`src/rtl/riscv_alu_arb.sv`:
```
// -----------------------------------------------------------------------------
// riscv_alu_arb
//
// Shares one ALU and its ALU-control decoder between two requesters: the
// execute stage (requester 0) and the load/store address-generation unit
// (requester 1). Each cycle at most one request is granted. The winner's
// opcode, funct3, funct7 and operands are steered onto the shared ALU inputs.
// The ALU result is registered and returned to the winner one cycle later.
//
// Ports
//   clk_i, rst_i              core clock; synchronous active-high reset
//   flush_i                   suppresses the response pulse due next cycle
//   reqN_valid_i              request pending (N = 0, 1)
//   reqN_opcode_i/funct3_i/funct7_i/a_i/b_i   request fields, held until granted
//   reqN_ready_o              grant; combinational from the valids and last_q
//   alu_opcode_o/funct3_o/funct7_o/a_o/b_o    shared ALU inputs (0 when idle)
//   alu_result_i              combinational ALU result for the alu_* outputs
//   rspN_valid_o              one-cycle response pulse for requester N
//   rsp_data_o                registered ALU result
//
// Configuration
//   ALU_ARB_FIXED_PRI_EN      when defined, requester 0 always wins a tie and
//                             the round-robin pointer is removed. Requester 1
//                             can starve in this mode. When undefined
//                             (default), round-robin arbitration is used.
// -----------------------------------------------------------------------------
module riscv_alu_arb #(
    parameter int XLEN = 32
) (
    input  logic            clk_i,
    input  logic            rst_i,
    input  logic            flush_i,

    input  logic            req0_valid_i,
    input  logic [6:0]      req0_opcode_i,
    input  logic [2:0]      req0_funct3_i,
    input  logic [6:0]      req0_funct7_i,
    input  logic [XLEN-1:0] req0_a_i,
    input  logic [XLEN-1:0] req0_b_i,
    output logic            req0_ready_o,

    input  logic            req1_valid_i,
    input  logic [6:0]      req1_opcode_i,
    input  logic [2:0]      req1_funct3_i,
    input  logic [6:0]      req1_funct7_i,
    input  logic [XLEN-1:0] req1_a_i,
    input  logic [XLEN-1:0] req1_b_i,
    output logic            req1_ready_o,

    output logic [6:0]      alu_opcode_o,
    output logic [2:0]      alu_funct3_o,
    output logic [6:0]      alu_funct7_o,
    output logic [XLEN-1:0] alu_a_o,
    output logic [XLEN-1:0] alu_b_o,
    input  logic [XLEN-1:0] alu_result_i,

    output logic            rsp0_valid_o,
    output logic            rsp1_valid_o,
    output logic [XLEN-1:0] rsp_data_o
);

    logic grant0;
    logic grant1;

`ifdef ALU_ARB_FIXED_PRI_EN
    // Fixed priority: requester 0 wins whenever it asks.
    assign grant0 = req0_valid_i;
`else
    // Index of the most recent winner. On a tie, the other requester wins.
    logic last_q;

    assign grant0 = req0_valid_i && (!req1_valid_i || last_q);
`endif

    // Requester 1 takes the slot whenever requester 0 does not. This keeps the
    // grants one-hot and means the grants never depend on alu_result_i.
    assign grant1 = req1_valid_i && !grant0;

    assign req0_ready_o = grant0;
    assign req1_ready_o = grant1;

    // Drive the shared ALU from the winner. An idle cycle presents opcode 0,
    // which ALU-control decodes as a nop.
    always_comb begin
        // NOTE: every output gets a default first, so no path leaves a value
        // unassigned and no latch is inferred.
        alu_opcode_o = '0;
        alu_funct3_o = '0;
        alu_funct7_o = '0;
        alu_a_o      = '0;
        alu_b_o      = '0;
        if (grant0) begin
            alu_opcode_o = req0_opcode_i;
            alu_funct3_o = req0_funct3_i;
            alu_funct7_o = req0_funct7_i;
            alu_a_o      = req0_a_i;
            alu_b_o      = req0_b_i;
        end else if (grant1) begin
            alu_opcode_o = req1_opcode_i;
            alu_funct3_o = req1_funct3_i;
            alu_funct7_o = req1_funct7_i;
            alu_a_o      = req1_a_i;
            alu_b_o      = req1_b_i;
        end
    end

    // Response register. Reset dominates flush and any transfer in the same
    // cycle. A flush only suppresses the pulse. The data is still captured,
    // and the pointer still advances.
    always_ff @(posedge clk_i) begin
        if (rst_i) begin
            // NOTE: sequential state uses non-blocking assignments, so every
            // register samples values from before the edge.
            rsp0_valid_o <= 1'b0;
            rsp1_valid_o <= 1'b0;
            rsp_data_o   <= '0;
`ifndef ALU_ARB_FIXED_PRI_EN
            last_q       <= 1'b1;   // requester 0 wins the first tie
`endif
        end else begin
            rsp0_valid_o <= grant0 && !flush_i;
            rsp1_valid_o <= grant1 && !flush_i;
            if (grant0 || grant1) begin
                rsp_data_o <= alu_result_i;
`ifndef ALU_ARB_FIXED_PRI_EN
                last_q     <= grant1;
`endif
            end
        end
    end

endmodule
```
`config.mk`:
```
export PLATFORM = sky130hd
export DESIGN_NAME = riscv_alu_arb
export DESIGN_NICKNAME = d
export VERILOG_FILES = /design/src/rtl/riscv_alu_arb.sv
export SDC_FILE = /design/constraint.sdc
export NUM_CORES = 1
export LEC_CHECK = 0
export ABC_AREA = 1
export ABC_CLOCK_PERIOD_IN_PS = 3300
export CELL_PAD_IN_SITES_DETAIL_PLACEMENT = 1
export CELL_PAD_IN_SITES_GLOBAL_PLACEMENT = 2
export CORE_MARGIN = 3
export CORE_UTILIZATION = 11
export CTS_CLUSTER_DIAMETER = 200
export CTS_CLUSTER_SIZE = 16
export DETAILED_ROUTE_END_ITERATION = 16
export GPL_ROUTABILITY_DRIVEN = 0
export PLACE_DENSITY = 0.93
export SYNTH_ARGS = -nofsm -noshare
export SYNTH_HDL_FRONTEND = slang
export SYNTH_SLANG_ARGS = --single-unit
```
`constraint.sdc`:
```
create_clock -name clk_i -period 3.3 [get_ports clk_i]
set_clock_uncertainty 0.15 [all_clocks]
set_input_delay 0.33 -clock clk_i [delete_from_list [all_inputs] [get_ports clk_i]]
set_output_delay 0.33 -clock clk_i [all_outputs]
set_load 0.02 [all_outputs]
```
# [After elaboration in Yosys (flattened, before gate mapping)]
# Cells that the tools add are included.
[totals] regBits=35 in_bits=199 word_cells=23 output_inout_bits=117
[classes] muxes=10 reduce_logical=9
[ops] operator="2-to-1 mux 32 bit" count=4
[ops] operator="2-to-1 mux 7 bit" count=4
[ops] operator="2-to-1 mux 3 bit" count=2
[ops] operator="logical AND 1 bit" count=4
[ops] operator="logical NOT 1 bit" count=3
[ops] operator="logical OR 1 bit" count=2

# [Longest topological paths before layout]
# Gate-level depths: netlist of the first run.
[depth] ltp_word=7 ltp_mapped=9 mapped_depth_nobuf=7

# [Worst setup path before layout of the first run]
# No wires, ideal clock.
[synth_timing] path_kind="flip-flop to output port" start="register last_q" end="output port alu_funct3_o[0]" t_arrival_ns=1.127 path_buffers=2 setup_slack_ns=1.693 required_time_ns=2.820 path_stages_with_launch=9 cell_sequence="dfxtp_1 inv_2 nand2_2 nand2_2 inv_2 buf_2 buf_2 nand2_1 nand2_1"
[synth_via] elab_chain_len=6
[synth_rtl] item="from (decl)" line_no="70" text="logic last_q;"
[synth_rtl] item="from (signal assigned)" line_no="126" text="last_q <= grant1;"
[synth_rtl] item="logical OR 1 bit *" line_no="72" text="assign grant0 = req0_valid_i && (!req1_valid_i || last_q);"
[synth_rtl] item="logical AND 1 bit *" line_no="72"
[synth_rtl] item="named net req0_ready_o" line_no="40" text="output logic req0_ready_o,"
[synth_rtl] item="logical NOT 1 bit" line_no="77" text="assign grant1 = req1_valid_i && !grant0;"
[synth_rtl] item="logical AND 1 bit" line_no="77"
[synth_rtl] item="2-to-1 mux 3 bit" line_no="98" text="end else if (grant1) begin"
[synth_rtl] item="2-to-1 mux 3 bit *" line_no="92" text="if (grant0) begin"
[synth_rtl] item="to (decl)" line_no="51" text="output logic [2:0] alu_funct3_o,"
# Mark *: on every way through the listed nets, which the timed path passes. The rest lies on a longest branch.

# [Final worst setup path of the first run]
[layout_timing] start="input port req1_valid_i" end="output port alu_funct7_o[4]"
[layout_via] elab_chain_len=7
[layout_rtl] item="from (decl)" line_no="42" text="input logic req1_valid_i,"
[layout_rtl] item="logical NOT 1 bit" line_no="72"
[layout_rtl] item="logical OR 1 bit" line_no="72"
[layout_rtl] item="logical AND 1 bit" line_no="72"
[layout_rtl] item="logical NOT 1 bit" line_no="77"
[layout_rtl] item="logical AND 1 bit" line_no="77"
[layout_rtl] item="2-to-1 mux 7 bit" line_no="98"
[layout_rtl] item="2-to-1 mux 7 bit *" line_no="92"
[layout_rtl] item="to (decl)" line_no="52" text="output logic [6:0] alu_funct7_o,"
# Every way passes the cells marked *; elsewhere a longest branch is shown, timed or not.

==> flow_summary.toml, run 1 <==
[logic_synthesis]
synth-xor-area-share_pct = 0
synth.yosys.seq_area_share_pct = 27.3
synth.area.mux_share_pct = 0
post_synth_main_area_contributors = "sky130_fd_sc_hd__nand2_1 40%, sky130_fd_sc_hd__dfxtp_1 27%, sky130_fd_sc_hd__a21oi_1 6.2%"
yosys.area_share.adder_pct = 0
postSynthAreaPerCell_um2 = 5.30
synth_largest_area_cell = "sky130_fd_sc_hd__nand2_1"
synth_compound_area_share_pct = 6.52
synth-seq-cells = 35
synth.lib_cells_used.distinct = 16
syn_area_mm2 = 0.00257
synth.top_cell.area_share_pct = 40.3
synthesized_net_count = 684
syn-instance-count = 485
synthSimpleGateAreaFrac_pct = 52.3
synth_top_family_by_area = "simple AND/OR/NAND/NOR gates"
synth_warnings = 0

[detailed_routing]
ant_nets = 0
detailed_router_iteration_count_before_antenna_repair = 5
post_drt_via_cell_ratio = 3.69
vias = 4029
route.detailed.drc = 0
wirelength_per_cell_um = 14.4
post_route_wl_um = 15700
drc_violation_total_after_the_first_tritonroute_iteration = 171

[sta]
finalSetupViolations = 0
fin_crit_sh_pct = 87.5
grt_setup_unrepaired = "false"
hold_viol_final = 0
period_needed_ns = 2.89
worst_slew_margin_rel_pct = 54.8
drv_slew = 0
clock.fmax_ghz = 0.346
setup_total_negative_slack_ns = 0
worst_pin_slew_ns = 0.678

[pwr]
powerDensity_mw_per_mm2 = 300
p_int_uw = 1220
p_clk_share_pct = 26.2
combinationalPowerShare_pct = 48.2
vdd_drop_max_uv = 250
power.share.sequential_pct = 25.6
p_leak_uw = 0.00272
switching_power_uw = 612
swShare_pct = 33.3

[placement]
numPortBuffers = 315
dpl.hpwl_um = 12600
placed_cell_count = 1084

[clock_network]
cts_buffer_depth = 2
clkSinkCount = 35
cts-htree-levels = 2
cts-hold-fix-buffers = 0
clk_latency_ns = 0.28
clock_tree.root_cell = "sky130_fd_sc_hd__clkbuf_16"
tritoncts.num_buffers = 5
post_cts_resize_count = 0
cts_tree = "yes"
clock_transition_at_the_registers_of_the_reported_paths_ns = 0.06
post-cts-setup-buffer-count = 0

[job]
drv.max_cap_violation_count = 0

[min_path]
hp-class = "reg2reg"

[finish]
layout.nets = 977
layout-drive-gt1-share_pct = 2.44
layoutNonFillerInstCount = 1091
areaGrowthSynthToFinish_pct = 138
finalCoreUtilization_pct = 26.8
num_antenna_cells = 0

[floorplanning]
chipHeight_um = 159
design.portCount = 316
die_area_mm2 = 0.0252
initial_utilization_pct = 11.3
placement_rows = 55
die_width_um = 159
placeable_core_area_mm2 = 0.0228

[setup_path]
path_max_fanout = 83
worstPathRequired_ns = 2.82
critical_path_arrival_ns = 2.41
crit_path_end_kind = "output pin"
critPathLaunchType = "primary input"
timing_worst_setup_path_type = "in2out"

[global_routing]
pin_count_of_the_biggest_net_entering_global_routing = 84
antenna_found_initial = 0
vias_in_the_first_global_route = 4181
grt_pass1_wl_um = 24500
grt_util_all_layers_pct = 12.1
grt_overflow = 0

[run_status]
run_status = "complete, no violations"
## per-layer routing
metal	routed length (um)	up-vias	track usage [%]
li1	-	2039	-
met4	146	0	1.83
met3	1270	12	4.07
met2	7500	178	21.0
met5	0	-	0
met1	6750	1800	14.8
## synthesized netlist by cell type
| cell type | n |
|---|---|
| sky130_fd_sc_hd__nand2_1 | 276 |
| sky130_fd_sc_hd__dfxtp_1 | 35 |
| sky130_fd_sc_hd__inv_1 | 35 |
| sky130_fd_sc_hd__nor2_1 | 33 |
| sky130_fd_sc_hd__a21oi_1 | 32 |
| sky130_fd_sc_hd__nand3_1 | 32 |
| sky130_fd_sc_hd__buf_2 | 22 |
| sky130_fd_sc_hd__buf_6 | 7 |
| sky130_fd_sc_hd__buf_1 | 2 |
| sky130_fd_sc_hd__buf_4 | 2 |
| sky130_fd_sc_hd__clkbuf_1 | 2 |
| sky130_fd_sc_hd__inv_2 | 2 |
| sky130_fd_sc_hd__nand2_2 | 2 |
| sky130_fd_sc_hd__nor2_2 | 1 |
| sky130_fd_sc_hd__nor3_1 | 1 |
| sky130_fd_sc_hd__o211ai_1 | 1 |
## state kept, by name, summed over array words and instances (netlist names)
name and flops:
rsp1_valid_o 1, rsp_data_o 32, rsp0_valid_o 1, last_q 1
## through the flow
step                      instance area [um2]  power [uW]  setup WS [ns]  hold slack [ns]
final                                    6110        1840          0.414            0.331
after CTS                                6110        1870          0.417            0.338
after global placement                   5970        1370          0.418            0.324
after floorplan                          2570         848           1.69            0.257
after detailed placement                 5970        1380          0.419            0.326
after global routing                     6110        1960          0.292            0.357
## placed cells by master (no fill, tap or decap), types with 2 or more instances in the layout
cell type and count:
sky130_fd_sc_hd__dfxtp_1 35, sky130_fd_sc_hd__clkdlybuf4s50_1 315, sky130_fd_sc_hd__nand2_1 276, sky130_fd_sc_hd__nand2_2 2
sky130_fd_sc_hd__a21oi_1 32, sky130_fd_sc_hd__buf_12 2, sky130_fd_sc_hd__inv_1 34, sky130_fd_sc_hd__clkbuf_16 5
sky130_fd_sc_hd__inv_2 3, sky130_fd_sc_hd__nor2_1 33, sky130_fd_sc_hd__buf_4 4, sky130_fd_sc_hd__nand3_1 32
## kinds of logic after synthesis
logic type	Yosys count
buf+inv	72
flops	35
simple gates	345
compound gates	33
## path summary, 6_finish.rpt
| check | startpoint | to | slack (ns) | depth (start not counted) |
|---|---|---|---|---|
| hold reg to reg | last_q | last_q | 0.33 | 2 |
| hold / removal | last_q | last_q | 0.33 | 2 |
| setup reg to reg | last_q | rsp_data_o[10] | 1.68 | 7 |
| setup / recovery | req1_valid_i | alu_funct7_o[4] | 0.41 | 9 |
## final cells by class
cell class              instances  area (um2)
well taps                     313         392
clock inverters                 1        5.00
clock buffers                   6         139
fillers                      2829       16700
repair buffers                321        3220
multi-input cells             378        1520
inverters                      37         139
flip-flops and latches         35         701
## critical path: stages
cell,delay [ns]
sky130_fd_sc_hd__clkdlybuf4s50_1,0.50
sky130_fd_sc_hd__nand2_2,0.08
sky130_fd_sc_hd__nand2_2,0.07
sky130_fd_sc_hd__inv_2,0.06
sky130_fd_sc_hd__nor2_4,0.10
sky130_fd_sc_hd__buf_12,0.33
sky130_fd_sc_hd__nand2_1,0.15
sky130_fd_sc_hd__nand2_1,0.11
sky130_fd_sc_hd__clkdlybuf4s50_1,0.62
## power groups by stage
stage	combinational, uW	sequential (uW)	clock, uW
after floorplan	330	518	0
after detailed placement	895	481	0
final	885	471	480
after CTS	898	472	499
after global routing	958	476	521
after global placement	887	479	0
No activity file was read; power rests on OpenSTA's default activity.
==> run 2: changes to the inputs <==
CELL_PAD_IN_SITES_GLOBAL_PLACEMENT = 1   (was 2)
CORE_UTILIZATION = 16   (was 11)
PLACE_DENSITY = 0.94   (was 0.93)
==> flow_summary.toml, run 2 (synthesis gave the netlist of run 1 again) <==
[run_status]
run_status = "complete, no violations"

[clock_network]
cts_tree = "yes"
cts-htree-levels = 2
clock_transition_at_the_registers_of_the_reported_paths_ns = 0.05
cts_buffer_depth = 2
clkSinkCount = 35
clock_tree.root_cell = "sky130_fd_sc_hd__clkbuf_16"
post-cts-setup-buffer-count = 0
post_cts_resize_count = 0
tritoncts.num_buffers = 5
cts-hold-fix-buffers = 0
clk_latency_ns = 0.27

[floorplanning]
chipHeight_um = 133
placement_rows = 45
design.portCount = 316
placeable_core_area_mm2 = 0.0155
die_width_um = 133
die_area_mm2 = 0.0176
initial_utilization_pct = 16.6

[min_path]
hp-class = "reg2reg"
hold-path-endpoint = "last_q"
min_delay_path_depth = 2
worst_hold_startpoint = "last_q"

[finish]
finalCoreUtilization_pct = 38.8
largest-register = "rsp_data_o"
multi_input_comb_area_mm2 = 0.00152
seq_area_um2 = 701
number_of_flip_flops_under_the_largest_register_name = 32
layout-drive-gt1-share_pct = 2.82
layoutNonFillerInstCount = 991
layout.nets = 978
fillerInstances = 1975
areaGrowthSynthToFinish_pct = 134
mostFrequentLayoutCell = "sky130_fd_sc_hd__clkdlybuf4s50_1"
layout_common_cells = "313 x sky130_fd_sc_hd__clkdlybuf4s50_1, 276 x sky130_fd_sc_hd__nand2_1, 35 x sky130_fd_sc_hd__dfxtp_1"

[setup_path]
critical_path_arrival_ns = 2.29
critical_path.n_buffers_inverters = 4
worst_path_dominant_cell_family = "buffers and inverters"
ff_to_ff_setup_slack_ns = 1.70
worstPathRequired_ns = 2.82
r2r-end = "rsp_data_o[16]"
regToRegStartpoint = "last_q"
path_max_fanout = 66
crit_path_end_kind = "output pin"
timing_worst_setup_path_type = "in2out"
slowest_delay_ns = 0.63
critPathLaunchType = "primary input"
crit_path_start = "req1_valid_i"
critical_path.cell_chain = "clkdlybuf4s50_1, nand2_2, nand2_2, inv_2, nor2_4, buf_12, nand2_1, nand2_1, clkdlybuf4s50_1"
r2r.worst_path.cells = 7
worst_path_max_delay_cell = "sky130_fd_sc_hd__clkdlybuf4s50_1"

[global_routing]
grt_util_all_layers_pct = 16.6
antenna_found_initial = 1
pin_count_of_the_biggest_net_entering_global_routing = 69
vias_in_the_first_global_route = 4117
grt_overflow = 0
grt_pass1_wl_um = 23300

[pwr]
powerDensity_mw_per_mm2 = 305
vdd_drop_max_uv = 339
p_leak_uw = 0.00273

[job]
drv.max_cap_violation_count = 0

[sta]
hold_viol_final = 0
finalSetupViolations = 0
worst_pin_slew_ns = 0.618
drv_slew = 0
holdWs_ns = 0.374
post-route-worst-setup-slack_ns = 0.530
clock.fmax_ghz = 0.361
fin_crit_sh_pct = 83.9
period_needed_ns = 2.77
setup_total_negative_slack_ns = 0
worst_slew_margin_rel_pct = 58.8
grt_setup_unrepaired = "false"

[detailed_routing]
route.detailed.drc = 0
vias = 4085
wirelength_per_cell_um = 15.7
ant_nets = 0
post_drt_via_cell_ratio = 4.12
drc_violation_total_after_the_first_tritonroute_iteration = 128
detailed_router_iteration_count_before_antenna_repair = 4
post_route_wl_um = 15600

[placement]
dpl.hpwl_um = 13100
setup_ws_pre_cts_ns = 0.515
numPortBuffers = 315
placed_cell_count = 983
[run 2: how the worst max path moves through the flow]
stage                            to  slack, ns  depth (start not counted)
floorplan           alu_funct3_o[0]       1.69                          8
detailed placement       alu_b_o[0]       0.51                          9
CTS                      alu_b_o[0]       0.51                          9
finish                  alu_a_o[12]       0.53                          9
global placement         alu_b_o[0]       0.55                          9
global route             alu_b_o[0]       0.42                          9
[run 2: power breakdown]
part / internal (uW) / switching [uW] / total [uW] / leakage (uW)
clock: 295 / 176 / 470 / 0.0000727
sequential: 456 / 16.1 / 472 / 0.000292
combinational: 476 / 413 / 889 / 0.00236
total: 1230 / 605 / 1830 / 0.00273
[run 2: worst min-delay path: stages, from the launching register on]
cell and delay [ns]:
sky130_fd_sc_hd__dfxtp_1 0.31, sky130_fd_sc_hd__inv_2 0.06, sky130_fd_sc_hd__o211ai_1 0.09
[run 2: final cells by class]
class | instances | share of cell area [%]
clock inverters | 1 | 0.0834
multi-input cells | 378 | 25.3
flip-flops and latches | 35 | 11.7
well taps | 211 | 4.40
diodes | 1 | 0.0417
clock buffers | 6 | 2.31
inverters | 37 | 2.31
repair buffers | 322 | 53.9
[run 2: metrics by stage]
step / area (um2) / total power [uW]
after global routing: 6000 / 1940
final: 6000 / 1830
after CTS: 6000 / 1860
after global placement: 5860 / 1360
after detailed placement: 5860 / 1380
after floorplan: 2570 / 848
[run 2: routing by layer]
layer,wire length (um),GRT usage (%)
met2,8240,31.9
met5,0,0
met3,1280,5.17
met1,5700,17.3
met4,366,4.62
